--- src/rtl/dac_sample_player.sv ---
// Streams FIFO'd sample bytes to the SpecDrum/Covox/Soundrive DAC ports as Z80-style I/O writes.
// Optional macro SAMPLE_PLAYER_SILENCE_EN: an underrun tick writes mid-scale 0x80 instead of skipping.
module dac_sample_player #(
  parameter int FIFO_AW = 4,
  parameter int DIV_W   = 16
) (
  input  logic               clk,
  input  logic               rst,
  input  logic               enable,
  input  logic [1:0]         mode,
  input  logic [DIV_W-1:0]   period,
  input  logic               s_valid,
  input  logic [7:0]         s_data,
  output logic               s_ready,
  output logic               bus_req,
  input  logic               bus_gnt,
  output logic [15:0]        a,
  output logic [7:0]         d,
  output logic               iorq_n,
  output logic               wr_n,
  output logic [FIFO_AW:0]   level,
  output logic               underrun
);

  localparam int DEPTH_I = 1 << FIFO_AW;
  localparam logic [FIFO_AW:0] DEPTH = (FIFO_AW+1)'(DEPTH_I);

  typedef enum logic [2:0] {IDLE, REQ, SETUP, STROBE, HOLD} state_t;

  logic [7:0]         mem [0:DEPTH_I-1];
  logic [FIFO_AW-1:0] wr_ptr, rd_ptr;
  logic [FIFO_AW:0]   level_n, need;
  logic               push, pop;

  logic [DIV_W-1:0]   div_cnt, period_eff;
  logic               tick;

  state_t      state, state_n;
  logic        pending, pending_n, silent, silent_n, second, second_n, held, held_n;
  logic [1:0]  lat_mode, lat_mode_n;
  logic [7:0]  hold_data, hold_data_n, wbyte, port;
  logic        bus_req_n, iorq_n_n, wr_n_n, set_underrun, load, load_second;
  logic [15:0] a_n;
  logic [7:0]  d_n;

  assign push       = s_valid && s_ready;
  assign need       = (mode == 2'd2) ? (FIFO_AW+1)'(2) : (FIFO_AW+1)'(1);
  assign period_eff = (period == '0) ? DIV_W'(1) : period;
  // >= rather than == so a period shrunk below the running count still ticks promptly
  assign tick       = enable && (div_cnt >= period_eff);

  always_comb begin
    case ({push, pop})
      2'b10:   level_n = level + (FIFO_AW+1)'(1);
      2'b01:   level_n = level - (FIFO_AW+1)'(1);
      default: level_n = level;
    endcase
  end

  always_ff @(posedge clk) begin
    if (push) mem[wr_ptr] <= s_data;
  end

  always_ff @(posedge clk) begin
    if (rst) begin
      wr_ptr  <= '0;
      rd_ptr  <= '0;
      level   <= '0;
      s_ready <= 1'b1;
    end else begin
      if (push) wr_ptr <= wr_ptr + FIFO_AW'(1);
      if (pop)  rd_ptr <= rd_ptr + FIFO_AW'(1);
      level   <= level_n;
      s_ready <= (level_n != DEPTH);
    end
  end

  always_ff @(posedge clk) begin
    if (rst || !enable || tick) div_cnt <= '0;
    else                        div_cnt <= div_cnt + DIV_W'(1);
  end

  always_comb begin
    state_n      = state;
    pending_n    = pending;
    lat_mode_n   = lat_mode;
    silent_n     = silent;
    second_n     = second;
    held_n       = held;
    hold_data_n  = hold_data;
    bus_req_n    = bus_req;
    iorq_n_n     = 1'b1;
    wr_n_n       = 1'b1;
    a_n          = a;
    d_n          = d;
    pop          = 1'b0;
    set_underrun = 1'b0;
    load         = 1'b0;
    load_second  = second;
    wbyte        = 8'h00;
    port         = 8'hDF;
    case (state)
      IDLE: begin
        bus_req_n = 1'b0;
        pending_n = 1'b0;
        if (enable && (tick || pending)) begin
          lat_mode_n = mode;
          second_n   = 1'b0;
          held_n     = 1'b0;
          if (level < need) begin
            set_underrun = 1'b1;
`ifdef SAMPLE_PLAYER_SILENCE_EN
            silent_n  = 1'b1;
            state_n   = REQ;
            bus_req_n = 1'b1;
`endif
          end else begin
            silent_n  = 1'b0;
            state_n   = REQ;
            bus_req_n = 1'b1;
          end
        end
      end
      REQ: begin
        if (!enable) begin
          state_n   = IDLE;
          bus_req_n = 1'b0;
          held_n    = 1'b0;
        end else if (bus_gnt) begin
          state_n = SETUP;
          load    = 1'b1;
        end
      end
      SETUP: begin
        if (!enable) begin
          state_n   = IDLE;
          bus_req_n = 1'b0;
          held_n    = 1'b0;
        end else if (!bus_gnt) begin
          state_n = REQ;
        end else begin
          state_n  = STROBE;
          iorq_n_n = 1'b0;
          wr_n_n   = 1'b0;
          held_n   = 1'b0;
        end
      end
      STROBE: state_n = HOLD;
      HOLD: begin
        if (enable && lat_mode == 2'd2 && !second) begin
          state_n     = SETUP;
          second_n    = 1'b1;
          load_second = 1'b1;
          load        = 1'b1;
        end else begin
          state_n   = IDLE;
          bus_req_n = 1'b0;
        end
      end
      default: state_n = IDLE;
    endcase

    if (state != IDLE && tick) pending_n = 1'b1;
    if (!enable)               pending_n = 1'b0;

    // A byte regranted after a lost grant comes from the holding register, never the FIFO again
    if (load) begin
      if (held)        wbyte = hold_data;
      else if (silent) wbyte = 8'h80;
      else begin
        wbyte = mem[rd_ptr];
        pop   = 1'b1;
      end
      case (lat_mode)
        2'd1:    port = 8'hFB;
        2'd2:    port = load_second ? 8'h4F : 8'h0F;
        default: port = 8'hDF;
      endcase
      held_n      = 1'b1;
      hold_data_n = wbyte;
      d_n         = wbyte;
      a_n         = {8'h00, port};
    end
  end

  always_ff @(posedge clk) begin
    if (rst) begin
      state     <= IDLE;
      pending   <= 1'b0;
      lat_mode  <= 2'd0;
      silent    <= 1'b0;
      second    <= 1'b0;
      held      <= 1'b0;
      hold_data <= '0;
      bus_req   <= 1'b0;
      iorq_n    <= 1'b1;
      wr_n      <= 1'b1;
      a         <= '0;
      d         <= '0;
      underrun  <= 1'b0;
    end else begin
      state     <= state_n;
      pending   <= pending_n;
      lat_mode  <= lat_mode_n;
      silent    <= silent_n;
      second    <= second_n;
      held      <= held_n;
      hold_data <= hold_data_n;
      bus_req   <= bus_req_n;
      iorq_n    <= iorq_n_n;
      wr_n      <= wr_n_n;
      a         <= a_n;
      d         <= d_n;
      if (!enable)           underrun <= 1'b0;
      else if (set_underrun) underrun <= 1'b1;
    end
  end

endmodule

--- config.mk ---
export PLATFORM = sky130hd
export DESIGN_NAME = dac_sample_player
export DESIGN_NICKNAME = d
export VERILOG_FILES = /design/src/rtl/dac_sample_player.sv
export SDC_FILE = /design/constraint.sdc
export NUM_CORES = 1
export LEC_CHECK = 0
export BUFFER_PORTS_ARGS = -buffer_cell sky130_fd_sc_hd__clkbuf_2
export CORE_MARGIN = 5
export CORE_UTILIZATION = 30
export DETAILED_ROUTE_END_ITERATION = 10
export GPL_TIMING_DRIVEN = 0
export PLACE_DENSITY_LB_ADDON = 0.25
export SLEW_MARGIN = 20
export SYNTH_ARGS = -nofsm -noshare
export SYNTH_HDL_FRONTEND = slang
export SYNTH_SLANG_ARGS = --single-unit
--- constraint.sdc ---
create_clock -name clk -period 3.4 [get_ports clk]
set_input_delay 0.68 -clock clk [delete_from_list [all_inputs] [get_ports clk]]
set_output_delay 0.68 -clock clk [all_outputs]
set_load 0.01 [all_outputs]
After elaboration in Yosys (flattened, before gate mapping) --
Memories as Yosys holds them, arrays and structs flattened. A register that Yosys moved wholly into a read port is not among the register bits. Cells that the tools add are included.
Storage, ports and cells: bits in latches 0, output and inout bits 34, memories 1, memory bits (writable) 128, ROM bits 0, input bits 31, register bits after elaboration 49, logic and storage cells 110
Operators by class: mux-type cells 40, reduce and logical (&&, ||, !) cells 27, shift operators 0, bitwise operators 3, div/mod/pow operators 0, add/sub/neg operators 5, multiply operators 0, equal/unequal tests 18, $lt $le $gt $ge 2
Memories:
- mem | depth 16, width 8, read ports 1, clocked after Yosys merged registers in 1, write ports 1, RTL line 30 | logic [7:0] mem [0:DEPTH_I-1];
Operators by type and width (count):
- 1-bit 2-to-1 mux | 23
- 16-bit by 1-bit adder with 16-bit output (second input constant) | 1
- 16-bit greater-or-equal comparator | 1
- 16-bit logical NOT | 1
- 16-bit 2-to-1 mux | 1
- 8-bit case mux with 2 select lines | 1
- 3-bit case mux with 5 select lines | 1
- 3-bit 2-to-1 mux | 4
- 5-bit case mux with 2 select lines | 1
- 3-bit inequality test (second input constant) | 3
- 4-bit by 1-bit adder with 4-bit output (second input constant) | 2
- 2-bit 2-to-1 mux | 4
- 2-bit inequality test (second input constant) | 4
- 7-bit 2-to-1 mux | 1
- 2-bit == test (second input constant) | 3
- 3-bit by 2-bit == test with 1-bit output (second input constant) | 2
- 1-bit logical AND | 6
- 1-bit case mux with 3 select lines | 2
- 2-bit AND reduction | 3
- 3-bit AND reduction | 2
- 3-bit nonzero test | 2
- 5-bit by 1-bit adder with 5-bit output (second input constant) | 1
- 5-bit by 2-bit < comparator with 1-bit output | 1
- 5-bit inequality test (second input constant) | 1
- other kinds (15) | 24

Logic depth before layout (Yosys ltp) --
depth after elaboration 9, gate-level depth with buffers 18, mapped depth without buffers 16

Least setup slack after synthesis --
No wires, ideal clock.
path type input to register, from in enable, to reg s_ready, cell stages on the path 16, path slack -0.325 ns, library setup time 0.134 ns, arrival 3.591 ns, data required time 3.266 ns, buffers on the path 2, cell sequence or3b_4 nor3_4 a21oi_2 or2_1 buf_6 clkinv_4 buf_6 ha_1 inv_1 fa_1 nor2b_1 o21ai_1 and3_1 nor3_1 xnor2_1 or4b_1
On the way: cells in the longest elaborated chain, start to end 8, elaborated cells on any way between the ends 10, classes of those cells eq/ne: 3; mux: 5; reduce/logical: 2
RTL lines:
- start: declaration | RTL line 9 | input logic enable,
- 1-bit logical AND (2 in a row) | RTL line 150 | if (enable && lat_mode == 2'd2 && !second) begin
- 1-bit 2-to-1 mux | RTL line 150
- 1-bit case mux with 2 select lines (*) | RTL line 102 | case (state)
- 1-bit 2-to-1 mux (*) | RTL line 167 | if (load) begin
- named net pop | RTL line 33 | logic push, pop;
- 2-bit by 1-bit == test with 1-bit output / 2-bit == test (equally long branches) | RTL line 53 | case ({push, pop})
- 5-bit case mux with 2 select lines (*) | RTL line 53
- 5-bit inequality test (*) | RTL line 74 | s_ready <= (level_n != DEPTH);
- end signal: assignment | RTL line 74
- end: declaration | RTL line 14 | output logic s_ready,
Mark *: on every way through the listed nets, which the timed path passes. The rest lies on a longest branch. A chain may end at the register's enable or synchronous reset.

Worst setup path after layout --
from in enable, to reg s_ready
On the way: cells in the longest elaborated chain, start to end 8, elaborated cells on any way between the ends 10, classes of those cells eq/ne: 3; mux: 5; reduce/logical: 2
RTL lines (RTL line):
- 1-bit logical AND (2 in a row) | 150
- 1-bit 2-to-1 mux | 150
- 1-bit case mux with 2 select lines (*) | 102
- 1-bit 2-to-1 mux (*) | 167
- 2-bit by 1-bit == test with 1-bit output / 2-bit == test (equally long branches) | 53
- 5-bit case mux with 2 select lines (*) | 53
- 5-bit inequality test (*) | 74
Every way passes the cells marked *; elsewhere a longest branch is shown, timed or not.

==> flow_summary.ini <==
[run_status]
status = finished clean

[global_route]
overflow = 0
antenna_found_initial = 0
grt_use_total_pct = 12.0
grt_max_degree = 21
grtUsageMet2_pct = 19.6
top_usage_layer = met2
grt_pass1_vias = 4782
grt_use_met1_pct = 16.2
gr-usage-met3_pct = 2.74
grt_pass1_wl_mm = 26.8

[finish]
multi_input_area_um2 = 2690
seqCellArea_um2 = 4930
layout_common_cells = edfxtp_1, nor2_1, clkbuf_2
mostFrequentLayoutCell = edfxtp_1
final_cell_area_um2 = 9370
nFillCells = 2489
num_antenna_cells = 0
drive_above_1_share_pct = 27.5
nets = 717
synthToLayoutAreaGrowth_pct = 18.9

[sta]
finClkSkew_ns = 0.0106
maxSlewHeadroom_pct = 42.8
drv_slew = 0
finalSetupViolations = 0
tightest_slew_ns = 0.855
final_hold_viol_count = 0
fin_crit_ns = 3.26
max_freq_mhz = 307
finalCritPeriodShare_pct = 95.8

[hold_path]
worstHoldEndpoint = hold_data[0]
holdPathStages = 2
min_from = hold_data[0]
min-delay-path-class = reg2reg

[synthesis]
synth-main-ff-cell = edfxtp_1
synthArstFlopShare_pct = 0
avgSynthCellArea_um2 = 14.1
syn_area_um2 = 7880
yosysWarnings = 0
synth_edf_count = 128
synth_sequential_area_ratio_pct = 62.5
syn-instance-count = 559
synth-seq-cells = 182
ys_types = 56

[place]
portBuffers = 55
placedInstanceArea_um2 = 8650
dp_hpwl_mm = 12.3
gp_congestion = 0.830

[die]
die_x_um = 172
dieArea_um2 = 29600
core.rowCount = 59
die_h_um = 172
io_pins = 65
start_util_pct = 30.3
coreArea_um2 = 26000

[critical_path]
r2r_start = state[0]
crit_path_max_incr_delay_ns = 0.46
cp-start-kind = primary input
crit_slowest_cell = or4b_1
path_class = in2reg
startpoint = enable
critPathCaptureType = flip-flop
required_ns = 3.70
path_max_fanout = 7
timing.rr.end = s_ready
cp.arrival_ns = 3.55
r2r_slack_ns = 0.17
worst-r2r-cell-count = 15
cp_cell_sequence = buf_4 -> or3b_4 -> nor3_4 -> a21oi_4 -> or2_1 -> buf_6 -> clkinv_8 -> ha_4 -> inv_2 -> fa_2 -> nor2b_1 -> o21ai_1 -> and3_1 -> nor3_2 -> xnor2_1 -> or4b_1

[clocking]
cts.sinks = 182
cts_tree = done
clk_path_buf_depth = 2
clock_tree.root_cell = clkbuf_16
clk_pin_slew_ns = 0.08
cts_max_level = 4
cts_buffers = 17
clk_latency_ns = 0.43

[power_and_ir_drop]
powerDensity_nw_per_um2 = 484
ir_drop_v = 0.000316
p_total_mw = 4.54
p_leak_nw = 3.36

[routing]
vias = 4775
drc = 0
wl_mm = 17.4
viasPerCell = 4.76
first_pass_iters = 4
first_iter_violations = 246
ant_nets = 0
wl_per_cell_um = 17.3

[flow_run]
max_cap_violations = 0
==> worst max path at each step <==
stage / to / slack [ns] / cells after the start
floorplan: s_ready / -0.23 / 16
global placement: s_ready / -0.63 / 17
detailed placement: s_ready / -0.64 / 17
CTS: s_ready / 0.02 / 16
global route: s_ready / -0.004 / 17
finish: s_ready / 0.14 / 16
==> power by group <==
part / internal, mW / total, mW / switching (mW) / leakage, nW
combinational: 0.0667 / 0.183 / 0.117 / 1.48
clock: 0.995 / 1.95 / 0.955 / 0.288
sequential: 2.39 / 2.40 / 0.0131 / 1.59
total: 3.45 / 4.54 / 1.09 / 3.36
==> through the flow <==
step,hold slack (ns),setup TNS [ns],util [%],instances,worst slack [ns]
3_5_place_dp,0.472,-1.75,33.3,956,-0.644
2_1_floorplan,0.441,-0.228,-,566,-0.228
5_1_grt,0.499,-0.00398,36.1,1003,-0.00398
4_1_cts,0.485,0,35.6,989,0.0210
6_report,0.471,0,36.1,1003,0.144
3_3_place_gp,0.465,-1.50,33.2,956,-0.631
==> critical path: cells and delay by family <==
| kind | cells | cell delay (ns) |
|---|---|---|
| AO/OA/AOI/OAI | 2 | 0.14 |
| XOR/XNOR | 1 | 0.11 |
| adder cells (fa/ha/maj) | 2 | 0.50 |
| buffers and inverters | 4 | 0.38 |
| AND/OR/NAND/NOR | 7 | 1.75 |
==> cell families (layout without fill, tap and decap cells) <==
kind of cell / after synthesis / count (layout) / share of synthesized area, %
flip-flops: 182 / 182 / 62.5
AND/OR/NAND/NOR: 162 / 162 / 9.86
buffers and inverters: 67 / 169 / 4.27
AO/OA/AOI/OAI: 47 / 47 / 3.56
multiplexers: 44 / 44 / 11.9
adder cells (fa/ha/maj): 31 / 31 / 5.02
XOR/XNOR: 25 / 25 / 2.78
other: 1 / 8 / 0.0476
==> metal layers <==
layer / wire [um] / up-vias / part of all wire, %
li1: - / 2225 / -
met1: 7850 / 2386 / 45
met3: 1110 / 10 / 6.4
met5: 0 / - / 0
met4: 157 / 0 / 0.90
met2: 8280 / 154 / 48
==> flip-flops by register name (all words and copies together), names as in the netlist <==
signal,count
a,5
bus_req,1
div_cnt,16
held,1
hold_data,8
lat_mode,2
level,5
mem,128
pending,1
rd_ptr,4
s_ready,1
second,1
state,3
underrun,1
wr_n,1
wr_ptr,4
==> layout make-up <==
type / instances / share of cell area [%]
clock inverter: 15 / 1.79
inverter: 31 / 1.38
timing repair buffer: 74 / 4.49
tap: 335 / 4.47
multi-input combinational: 317 / 28.7
sequential: 182 / 52.7
buffer: 32 / 1.96
clock buffer: 17 / 4.54
==> cell usage after synthesis, drive strengths merged (2+ instances only) <==
| library cell | count | share of area, % |
|---|---|---|
| clkinv | 2 | 0.16 |
| mux4 | 40 | 11 |
| inv | 29 | 1.4 |
| xnor2 | 10 | 1.1 |
| a21oi | 27 | 1.8 |
| nor4 | 5 | 0.40 |
| a211oi | 2 | 0.19 |
| nand2b | 4 | 0.32 |
| nand4 | 9 | 0.91 |
| edfxtp | 128 | 49 |
| xor2 | 15 | 1.7 |
| dfxtp | 54 | 14 |
| ha | 30 | 4.8 |
| or3 | 2 | 0.16 |
| mux2i | 4 | 0.51 |
| o21ai | 6 | 0.38 |
| nor4b | 2 | 0.22 |
| nor3 | 13 | 1.0 |
| nand2 | 50 | 2.4 |
| a2111oi | 2 | 0.22 |
| and3 | 2 | 0.16 |
| buf | 23 | 2.1 |
| nor2 | 58 | 2.8 |
| nand3 | 4 | 0.25 |
| nor2b | 3 | 0.24 |
| or2 | 2 | 0.16 |
| clkbuf | 13 | 0.62 |
==> timing repair <==
action                                 in CTS  in global routing
setup buffers                               3                 16
setup endpoints to repair                   1                  1
resized for setup                           1                  9
pin swaps                                   3                 10
endpoints found under the hold margin       0                  0
hold buffers                                0                  0
Power figures use the tool's default switching activity.
